[src/rtl/shift_tx_arb.sv]
// Two-requester round-robin arbiter feeding a WIDTH-bit parallel-to-serial shifter.
// Frames go out MSB first. A downstream hold freezes the frame in place.
module shift_tx_arb #(
    parameter int WIDTH = 4
) (
    input  logic             clk,
    input  logic             rst,
    input  logic             req0_valid,
    input  logic [WIDTH-1:0] req0_data,
    output logic             req0_ready,
    input  logic             req1_valid,
    input  logic [WIDTH-1:0] req1_data,
    output logic             req1_ready,
    input  logic             ser_hold,
    output logic             ser_out,
    output logic             ser_valid,
    output logic             ser_last,
    output logic             grant_id,
    output logic             busy
);

    localparam int             CW       = $clog2(WIDTH);
    localparam logic [CW-1:0] LAST_CNT = CW'(WIDTH - 1);

    typedef enum logic {IDLE, SHIFT} state_t;

    state_t           state_q, state_d;
    logic [WIDTH-1:0] sreg_q, sreg_d;
    logic [CW-1:0]    cnt_q, cnt_d;
    logic             last_q, last_d;
    logic             gid_q, gid_d;
    logic             ser_last_q, ser_last_d;
    logic             gnt;
    logic             accept;

    // On a tie, grant goes to the requester that was not served last.
    always_comb begin
        gnt = 1'b0;
        if (req0_valid && req1_valid) gnt = ~last_q;
        else if (req1_valid)          gnt = 1'b1;
    end

    assign req0_ready = (state_q == IDLE) && !gnt && req0_valid && rst;
    assign req1_ready = (state_q == IDLE) &&  gnt && req1_valid && rst;
    assign accept     = req0_ready | req1_ready;

    always_comb begin
        // NOTE: every variable gets a default first, so no path can infer a latch.
        state_d    = state_q;
        sreg_d     = sreg_q;
        cnt_d      = cnt_q;
        last_d     = last_q;
        gid_d      = gid_q;
        ser_last_d = ser_last_q;
        case (state_q)
            IDLE: begin
                if (accept) begin
                    sreg_d     = gnt ? req1_data : req0_data;
                    gid_d      = gnt;
                    last_d     = gnt;
                    cnt_d      = '0;
                    ser_last_d = 1'b0;
                    state_d    = SHIFT;
                end
            end
            SHIFT: begin
                if (!ser_hold) begin
                    sreg_d = {sreg_q[WIDTH-2:0], 1'b0};
                    if (cnt_q == LAST_CNT) begin
                        cnt_d      = '0;
                        ser_last_d = 1'b0;
                        state_d    = IDLE;
                    end else begin
                        cnt_d      = cnt_q + CW'(1);
                        ser_last_d = ((cnt_q + CW'(1)) == LAST_CNT);
                    end
                end
            end
            default: state_d = IDLE;
        endcase
    end

    // NOTE: state registers use non-blocking assignments so all flops update together.
    always_ff @(posedge clk or negedge rst) begin
        if (!rst) begin
            state_q    <= IDLE;
            sreg_q     <= '0;
            cnt_q      <= '0;
            last_q     <= 1'b1;
            gid_q      <= 1'b0;
            ser_last_q <= 1'b0;
        end else begin
            state_q    <= state_d;
            sreg_q     <= sreg_d;
            cnt_q      <= cnt_d;
            last_q     <= last_d;
            gid_q      <= gid_d;
            ser_last_q <= ser_last_d;
        end
    end

    // The register is fully shifted out by the end of a frame, so ser_out idles at 0.
    assign ser_out   = sreg_q[WIDTH-1];
    assign ser_valid = (state_q == SHIFT);
    assign busy      = (state_q == SHIFT);
    assign ser_last  = ser_last_q;
    assign grant_id  = gid_q;

endmodule

[config.mk]
export PLATFORM = sky130hd
export DESIGN_NAME = shift_tx_arb
export DESIGN_NICKNAME = d
export VERILOG_FILES = /design/src/rtl/shift_tx_arb.sv
export SDC_FILE = /design/constraint.sdc
export NUM_CORES = 1
export LEC_CHECK = 0
export CELL_PAD_IN_SITES_DETAIL_PLACEMENT = 1
export CELL_PAD_IN_SITES_GLOBAL_PLACEMENT = 1
export CORE_ASPECT_RATIO = 0.9
export CORE_MARGIN = 8
export CORE_UTILIZATION = 34
export DETAILED_ROUTE_END_ITERATION = 8
export GPL_TIMING_DRIVEN = 1
export PLACE_DENSITY_LB_ADDON = 0.1
export SLEW_MARGIN = 20
export SYNTH_ARGS = -nofsm -noshare
export SYNTH_HDL_FRONTEND = slang
export SYNTH_SLANG_ARGS = --single-unit
[constraint.sdc]
create_clock -name clk -period 2.82 [get_ports clk]
set_input_delay 0.423 -clock clk [delete_from_list [all_inputs] [get_ports clk]]
set_output_delay 0.423 -clock clk [all_outputs]
set_load 0.005 [all_outputs]
==> results of run 1 <==
==> layout by cell type (no fill, tap or decap) <==
cell type,n
clkbuf_4,3
clkdlybuf4s50_1,19
dfrtp_1,9
nand3b_1,3
dfstp_2,1
a21bo_2,1
a21o_1,2
o21ai_0,1
o22a_1,1
ha_1,2
nor2b_1,4
o2bb2ai_1,1
a31oi_1,3
a22o_1,3
buf_4,2
mux2i_1,1
a32oi_1,3
a21oi_4,1
clkbuf_1,1
inv_1,3
or2_1,1
a211oi_1,3
nor2_1,2
nand2_1,4
and3_1,1
==> flip-flops by register name, indices dropped and copies added, names as in the netlist <==
signal	flops
busy	1
cnt_q	2
grant_id	1
last_q	1
ser_last	1
sreg_q	4
==> worst min path at each step <==
stage | cells past startpoint | to | slack (ps)
floorplan | 0 | busy | 130
global placement | 1 | ser_last | 490
detailed placement | 1 | grant_id | 490
CTS | 2 | sreg_q[1] | 460
global route | 2 | sreg_q[1] | 490
finish | 2 | sreg_q[1] | 460
==> layer usage <==
layer	part of all wire [%]	vias up	global-route usage [%]
li1	-	242	-
met1	45	249	11.7
met2	49	9	17.1
met3	5.3	3	4.62
met4	0.91	0	3.06
met5	0	-	0
==> logic make-up (layout without fill, tap and decap cells) <==
family / after synthesis / in the layout / share of synthesized area, %
AOI/OAI and AO/OA: 19 / 19 / 27.2
and+or+nand+nor: 15 / 15 / 14.2
DFF: 10 / 10 / 43.3
buffers and inverters: 8 / 28 / 9.27
adders and majority gates: 2 / 2 / 4.31
muxes: 1 / 1 / 1.72
==> power groups by stage <==
stage | combinational (W) | clock (W) | sequential (W)
6_report | 0.000315 | 0.000108 | 0.000282
5_1_grt | 0.000353 | 0.000119 | 0.000292
4_1_cts | 0.000322 | 0.000113 | 0.000282
3_5_place_dp | 0.000320 | 0 | 0.000286
3_3_place_gp | 0.000317 | 0 | 0.000281
2_1_floorplan | 0.000220 | 0 | 0.000262
==> cell type report <==
| type | count | area [um^2] |
|---|---|---|
| fill | 201 | 847 |
| multi-input combinational | 37 | 275 |
| sequential | 10 | 251 |
| timing repair buffer | 21 | 205 |
| tap | 24 | 30.0 |
| clock buffer | 4 | 26.3 |
| inverter | 3 | 11.3 |
==> worst reg2reg max path, cell delays in order, from the launching register on <==
cell,delay (ps)
dfrtp_1,530
nor2b_1,620
a21oi_4,80
o22a_1,210
==> stage by stage <==
stage / std cells / total power (W) / hold slack (ps) / worst slack (ps) / instance area (um^2)
after CTS: 99 / 0.000717 / 460 / 470 / 800
after detailed placement: 95 / 0.000606 / 493 / 486 / 773
after global routing: 99 / 0.000764 / 488 / 364 / 800
after global placement: 95 / 0.000598 / 485 / 532 / 773
after floorplan: 55 / 0.000482 / 127 / 1410 / 581
final: 99 / 0.000706 / 464 / 443 / 800
==> metrics.yaml, run 1 <==
sta:
  fin_tns_setup_ps: 0
  tightest_slew_ps: 688
  fin_worst_skew_ps: 8.70
  fin_crit_sh_pct: 84.3
  timing.fmax_mhz: 421
  finalSetupViolations: 0
  hold_violations: 0
  finalCriticalPeriod_ps: 2380
  rsz0062_at_grt: "no"
  relSlewSlack_pct: 54.1
  maxSlewViolCount: 0
placement:
  dpl.hpwl_mm: 1.25
  port_buffers: 19
  place.gp.congestion: 0.692
clocking:
  cts_buffers: 3
  insertion_delay_ps: 280
  htreeDepth: 1
  numClockSinks: 10
  clk_pin_slew_ps: 70
  cts_resized: 0
  root_buffer: "clkbuf_4"
  postCtsSetupBuffers: 0
  cts_buffer_depth: 2
  ctsHoldBuffers: 0
  cts_tree: "done"
critical_path:
  rr_endpoint: "cnt_q[0]"
  worstSetupPathDepth: 5
  crit_top_cell: "clkdlybuf4s50_1"
  worstSetupEndpointType: "output pin"
  cp.arrival_ps: 1950
  cp_top_family: "buffers and inverters"
  worstReg2RegStart: "busy"
  endpoint: "req0_ready"
  worst-setup-path-type: "input pin to output pin"
  path_buf_inv: 2
  critPathLaunchType: "input pin"
  crit_start: "rst"
  rr_worst_depth: 3
  cp_slowest_cell: "clkdlybuf4s50_1"
  worstPathRequired_ps: 2400
  crit_chain: "clkdlybuf4s50_1, nor2b_1, nand2_1, nor2_1, clkdlybuf4s50_1"
  max_stage_delay_ps: 510
  worstPathMaxFanout: 4
  rrSetupSlack_ps: 1260
global_routing:
  grt_pass1_wl_mm: 2.65
  grt_pass1_vias: 559
  grt_start_max_net_pins: 13
  grt_overflow_total: 0
  gr-usage-all-layers_pct: 10.4
  grt_antenna_before_repair: 0
route:
  ant_nets: 0
  routed_wl_mm: 1.54
  avgViaCountPerCell: 5.08
  first_iter_violations: 6
  wl_per_cell_um: 15.5
  via_count: 503
  drt_first_pass_iters: 4
  drc_errors: 0
synthesis:
  synth_warnings: 0
  syn_avg_cell_area_um2: 10.6
  synth_most_common_cell: "dfrtp_1"
  syn-num-nets: 70
  synth_largest_area_cell: "dfrtp_1"
  synth_flop_cell: "dfrtp_1"
  syn-cell-area_um2: 581
  seq_area_frac_synth_pct: 43.3
  synth_edf_count: 0
  syn_inst: 55
  synthArstFlopShare_pct: 100
  ys_ff_latch: 10
  synth_top_area_share_pct: 38.8
  synth_area_leaders: "dfrtp_1, dfstp_2, a22o_1"
  synth.distinct_cells: 24
  synthTopCellsByCount: "dfrtp_1, nand2_1, nor2b_1"
die:
  dieArea_um2: 3290
  core_um2: 1650
  num_rows: 14
  io-pin-count: 20
  floorplan.initialDensity_pct: 35.3
  dieHeight_um: 55.2
  fp.dieW_um: 59.6
status:
  status: "complete, no violations"
hold_path:
  hp-class: "input pin to asynchronous set/reset pin"
pwr:
  pwr-share-comb_pct: 44.7
  p_sw_w: 0.000249
  seq_power_share_pct: 40.0
  p_int_w: 0.000457
  netSwitchingFraction_pct: 35.3
  p_leak_nw: 0.336
  p_per_area_nw_per_um2: 883
  pwr-share-clk_pct: 15.4
  peakVddDrop_mv: 0.410
finish:
  final_core_util_pct: 48.6
  syn_to_final_growth_pct: 37.7
  final_nets: 91
  drive_gt1_share_pct: 10.7
  diodes: 0
job:
  maxCapViolCount: 0
Power figures use the tool's default switching activity.
==> inputs of run 2 (changes only) <==
--- a/config.mk
+++ b/config.mk
@@ -9,7 +9,7 @@
 export CELL_PAD_IN_SITES_GLOBAL_PLACEMENT = 1
 export CORE_ASPECT_RATIO = 0.9
 export CORE_MARGIN = 8
-export CORE_UTILIZATION = 34
+export CORE_UTILIZATION = 32
 export DETAILED_ROUTE_END_ITERATION = 8
 export GPL_TIMING_DRIVEN = 1
 export PLACE_DENSITY_LB_ADDON = 0.1
==> constraint.sdc (replaced) <==
create_clock -name clk -period 2.4 [get_ports clk]
set_input_delay 0.36 -clock clk [delete_from_list [all_inputs] [get_ports clk]]
set_output_delay 0.36 -clock clk [all_outputs]
set_load 0.005 [all_outputs]
==> metrics.yaml, run 2 (same netlist as run 1, synthesis figures left out) <==
sta:
  rsz0062_at_grt: "no"  # unchanged
  finalCriticalPeriod_ps: 2230
  holdWs_ps: 400  # was 464 ps
  fin_tns_setup_ps: 0  # unchanged
  hold_violations: 0  # unchanged
  maxSlewViolCount: 0  # unchanged
  relSlewSlack_pct: 81.1  # was 54.1%
  timing.fmax_mhz: 449
  fin_worst_skew_ps: 6.46  # was 8.70 ps
  tightest_slew_ps: 282  # was 688 ps
  fin_crit_sh_pct: 92.8
  finalSetupViolations: 0  # unchanged
clocking:
  postCtsSetupBuffers: 0  # unchanged
  htreeDepth: 1  # unchanged
  cts_buffers: 3  # unchanged
  cts_buffer_depth: 2  # unchanged
  cts_tree: "done"  # unchanged
  insertion_delay_ps: 280  # about the same
  cts_resized: 0  # unchanged
  clk_pin_slew_ps: 80  # was 70 ps
  numClockSinks: 10  # unchanged
  ctsHoldBuffers: 0  # unchanged
  root_buffer: "clkbuf_4"  # unchanged
finish:
  final_core_util_pct: 49.0  # was 48.6%
  syn_to_final_growth_pct: 42.0  # was 37.7%
  multi_input_area_um2: 275  # unchanged
  mostFrequentLayoutCells: "clkdlybuf4s50_1, dfrtp_1, nor2b_1, nand2_1, buf_4"  # was clkdlybuf4s50_1, dfrtp_1, nor2b_1, nand2_1
  largest_reg_flops: 4  # unchanged
  final_cells: 101  # was 99
  drive_gt1_share_pct: 14.3  # was 10.7%
  top_regs: "sreg_q x4, cnt_q x2"  # unchanged
  largest-register: "sreg_q"  # unchanged
  final_common_cell: "clkdlybuf4s50_1"  # unchanged
  fill_cells: 207  # was 201
  final_nets: 93  # was 91
  diodes: 0  # unchanged
  regArea_um2: 251  # unchanged
status:
  status: "complete, no violations"  # unchanged
critical_path:
  worst-setup-path-type: "input pin to output pin"  # unchanged
  worstPathRequired_ps: 2040  # was 2400 ps
  worstSetupEndpointType: "output pin"  # unchanged
  cp.arrival_ps: 1870  # was 1950 ps
  rrSetupSlack_ps: 1140  # was 1260 ps
  critPathLaunchType: "input pin"  # unchanged
  worstPathMaxFanout: 5  # was 4
pwr:
  p_leak_nw: 0.351  # was 0.336 nW
  peakVddDrop_mv: 0.529  # was 0.410 mV
  p_total_w: 0.000880  # was 0.000706 W
  p_per_area_nw_per_um2: 1070  # was 883 nW/um^2
global_routing:
  gr-usage-all-layers_pct: 10.5  # was 10.4%
  grt_pass1_vias: 522  # was 559
  grt_start_max_net_pins: 12  # was 13
  grt_pass1_wl_mm: 2.73  # was 2.65 mm
  grt_antenna_before_repair: 0  # unchanged
  grt_overflow_total: 0  # unchanged
hold_path:
  hp-class: "input pin to asynchronous set/reset pin"  # unchanged
route:
  avgViaCountPerCell: 4.95  # was 5.08
  wl_per_cell_um: 15.3  # was 15.5 um
  first_iter_violations: 3  # was 6
  ant_nets: 0  # unchanged
  drc_errors: 0  # unchanged
  via_count: 500  # was 503
  drt_first_pass_iters: 4  # unchanged
  routed_wl_mm: 1.54  # about the same
die:
  io-pin-count: 20  # unchanged
  fp.dieW_um: 60.9  # was 59.6 um
  floorplan.initialDensity_pct: 34.5  # was 35.3%
  dieArea_um2: 3430  # was 3290 um^2
  dieHeight_um: 56.4  # was 55.2 um
  core_um2: 1680  # was 1650 um^2
  num_rows: 14  # unchanged
placement:
  place.gp.congestion: 0.756  # was 0.692
  dpl.hpwl_mm: 1.21  # was 1.25 mm
  port_buffers: 19  # unchanged
  place_inst: 97  # was 95
job:
  maxCapViolCount: 0  # unchanged
## run 2: cell types whose count changed in the layout (fill, tap and decap cells not counted), sizes merged
cell  previous run  this run
buf              2         4
## run 2: layout make-up
cell class | count | share of cell area [%]
repair buffers | 23 | 26.7
multi-input cells | 37 | 33.4
flip-flops and latches | 10 | 30.5
clock buffers | 4 | 4.40
well taps | 24 | 3.64
inverters | 3 | 1.37
## run 2: metrics by stage
step	setup WS [ps]	instance area, um^2
6_report	173	825
5_1_grt	85.8	825
3_3_place_gp	179	788
2_1_floorplan	1060	581
4_1_cts	162	825
3_5_place_dp	167	788
## run 2: where the power goes
| part | internal, W | switching, W |
|---|---|---|
| combinational | 0.000232 | 0.000175 |
| clock | 0.0000924 | 0.0000687 |
| sequential | 0.000256 | 0.0000565 |
| total | 0.000580 | 0.000300 |
## run 2: path summary, 6_finish.rpt
path / start / to / cells past startpoint
worst max register to register: busy / sreg_q[3] / 5
worst min register to register: grant_id / grant_id / 1
max in group asynchronous: rst / last_q / 2
worst max-delay path: rst / req0_ready / 5
min in group clk: grant_id / grant_id / 1
worst min-delay path: rst / grant_id / 2
## run 2: layer usage
layer	global-route usage, %	routed length [um]
met2	14.9	715
met3	5.00	107
met4	4.98	24
met1	12.8	695
met5	0	0
## run 2: worst max-delay path, cell delays in order
cell and delay [ps]:
clkdlybuf4s50_1 480, nor2b_1 280, nand2_1 140, nor2_1 110
clkdlybuf4s50_1 500
==> inputs of run 3 (changes only) <==
--- a/config.mk
+++ b/config.mk
@@ -8,7 +8,6 @@
 export CELL_PAD_IN_SITES_DETAIL_PLACEMENT = 1
 export CELL_PAD_IN_SITES_GLOBAL_PLACEMENT = 1
 export CORE_ASPECT_RATIO = 0.9
-export CORE_MARGIN = 8
 export CORE_UTILIZATION = 32
 export DETAILED_ROUTE_END_ITERATION = 8
 export GPL_TIMING_DRIVEN = 1
==> metrics.yaml, run 3 (same netlist as run 1, synthesis figures left out) <==
clocking:
  root_buffer: "clkbuf_4"  # unchanged
  cts_buffer_depth: 2  # unchanged
  numClockSinks: 10  # unchanged
  ctsHoldBuffers: 0  # unchanged
  htreeDepth: 1  # unchanged
  clk_pin_slew_ps: 80  # about the same
  cts_tree: "done"  # unchanged
  cts_buffers: 3  # unchanged
  postCtsSetupBuffers: 0  # unchanged
  insertion_delay_ps: 280  # about the same
  cts_resized: 0  # unchanged
critical_path:
  cp.arrival_ps: 1820  # was 1870 ps
  crit_start: "rst"  # unchanged
  worstSetupEndpointType: "output pin"  # unchanged
  worst-setup-path-type: "input pin to output pin"  # unchanged
  worstPathMaxFanout: 4  # was 5
  critPathLaunchType: "input pin"  # unchanged
  worstPathRequired_ps: 2040  # about the same
  worstReg2RegStart: "busy"  # unchanged
finish:
  diodes: 0  # unchanged
  drive_gt1_share_pct: 11.8  # was 14.3%
  final_common_cell: "clkdlybuf4s50_1"  # unchanged
  fill_cells: 200  # was 207
  syn_to_final_growth_pct: 39.0  # was 42.0%
  largest-register: "sreg_q"  # unchanged
  mostFrequentLayoutCells: "clkdlybuf4s50_1, dfrtp_1, nor2b_1, nand2_1"  # was clkdlybuf4s50_1, dfrtp_1, nor2b_1, nand2_1, buf_4
  top_regs: "sreg_q x4, cnt_q x2"  # unchanged
  final_core_util_pct: 48.0  # was 49.0%
  largest_reg_flops: 4  # unchanged
  final_nets: 92  # was 93
global_routing:
  grt_overflow_total: 0  # unchanged
  gr-usage-all-layers_pct: 16.2  # was 10.5%
  grt_start_max_net_pins: 13  # was 12
  grt_pass1_wl_mm: 2.25  # was 2.73 mm
  grt_antenna_before_repair: 0  # unchanged
  grt_pass1_vias: 492  # was 522
sta:
  tightest_slew_ps: 356  # was 282 ps
  rsz0062_at_grt: "no"  # unchanged
  fin_crit_sh_pct: 90.9  # was 92.8%
  finalCriticalPeriod_ps: 2180  # was 2230 ps
  timing.fmax_mhz: 458  # was 449 MHz
  maxSlewViolCount: 0  # unchanged
  finalSetupViolations: 0  # unchanged
  hold_violations: 0  # unchanged
  fin_tns_setup_ps: 0  # unchanged
  fin_worst_skew_ps: 8.95  # was 6.46 ps
  relSlewSlack_pct: 76.3  # was 81.1%
placement:
  place.gp.congestion: 0.771  # was 0.756
  port_buffers: 19  # unchanged
  dpl.hpwl_um: 975  # was 1.21 mm
pwr:
  peakVddDrop_mv: 0.468  # was 0.529 mV
  p_per_area_nw_per_um2: 1030  # was 1070 nW/um^2
  p_leak_nw: 0.341  # was 0.351 nW
route:
  first_iter_violations: 5  # was 3
  drt_first_pass_iters: 3  # was 4
  drc_errors: 0  # unchanged
  routed_wl_mm: 1.34  # was 1.54 mm
  avgViaCountPerCell: 4.94  # was 4.95
  ant_nets: 0  # unchanged
  via_count: 494  # was 500
  wl_per_cell_um: 13.4  # was 15.3 um
die:
  num_rows: 14  # unchanged
  core_um2: 1680  # unchanged
  fp.dieW_um: 46.9  # was 60.9 um
  floorplan.initialDensity_pct: 34.5  # unchanged
  dieHeight_um: 42.4  # was 56.4 um
  dieArea_um2: 1990  # was 3430 um^2
  io-pin-count: 20  # unchanged
status:
  status: "complete, no violations"  # unchanged
hold_path:
  hp-class: "input pin to asynchronous set/reset pin"  # unchanged
job:
  maxCapViolCount: 0  # unchanged
run 3: worst paths after layout:
| path | to | slack (ps) | cells after the start |
|---|---|---|---|
| max | req0_ready | 220 | 5 |
| min | grant_id | 400 | 2 |
| max reg2reg | cnt_q[1] | 1040 | 4 |
| min reg2reg | grant_id | 480 | 1 |
| max in group asynchronous | last_q | 1770 | 2 |
| min in group clk | grant_id | 480 | 1 |
run 3: where the power goes:
group | internal [W] | switching, W | total (W)
Combinational | 0.000222 | 0.000149 | 0.000371
Clock | 0.0000644 | 0.0000670 | 0.000131
Sequential | 0.000256 | 0.0000747 | 0.000330
run 3: routing by layer:
| metal | share of wire [%] | vias to the layer above | GRT usage (%) |
|---|---|---|---|
| li1 | - | 244 | - |
| met1 | 48 | 236 | 21.4 |
| met2 | 46 | 14 | 24.4 |
| met3 | 6.0 | 0 | 8.19 |
| met4 | 0 | 0 | 1.71 |
| met5 | 0 | - | 0 |
run 3: metrics by stage:
step / worst slack [ps] / instance area (um^2) / hold WS [ps] / total power (W) / instances
6_report: 219 / 807 / 399 / 0.000832 / 100
5_1_grt: 124 / 807 / 407 / 0.000915 / 100
4_1_cts: 207 / 807 / 404 / 0.000847 / 100
3_5_place_dp: 207 / 781 / 474 / 0.000711 / 96
3_3_place_gp: 222 / 781 / 473 / 0.000706 / 96
2_1_floorplan: 1060 / 581 / 64.4 / 0.000566 / 55
run 3: critical path, cell delays in order:
cell	delay, ps
clkdlybuf4s50_1	470
nor2b_1	250
nand2_1	130
nor2_1	110
clkdlybuf4s50_1	500
run 3: area by class of cell:
class,instances,area [um^2],share of cell area (%)
multi-input combinational,37,275,34.1
inverter,3,11.3,1.40
timing repair buffer,22,213,26.4
clock buffer,4,26.3,3.26
tap,24,30.0,3.72
sequential,10,251,31.2
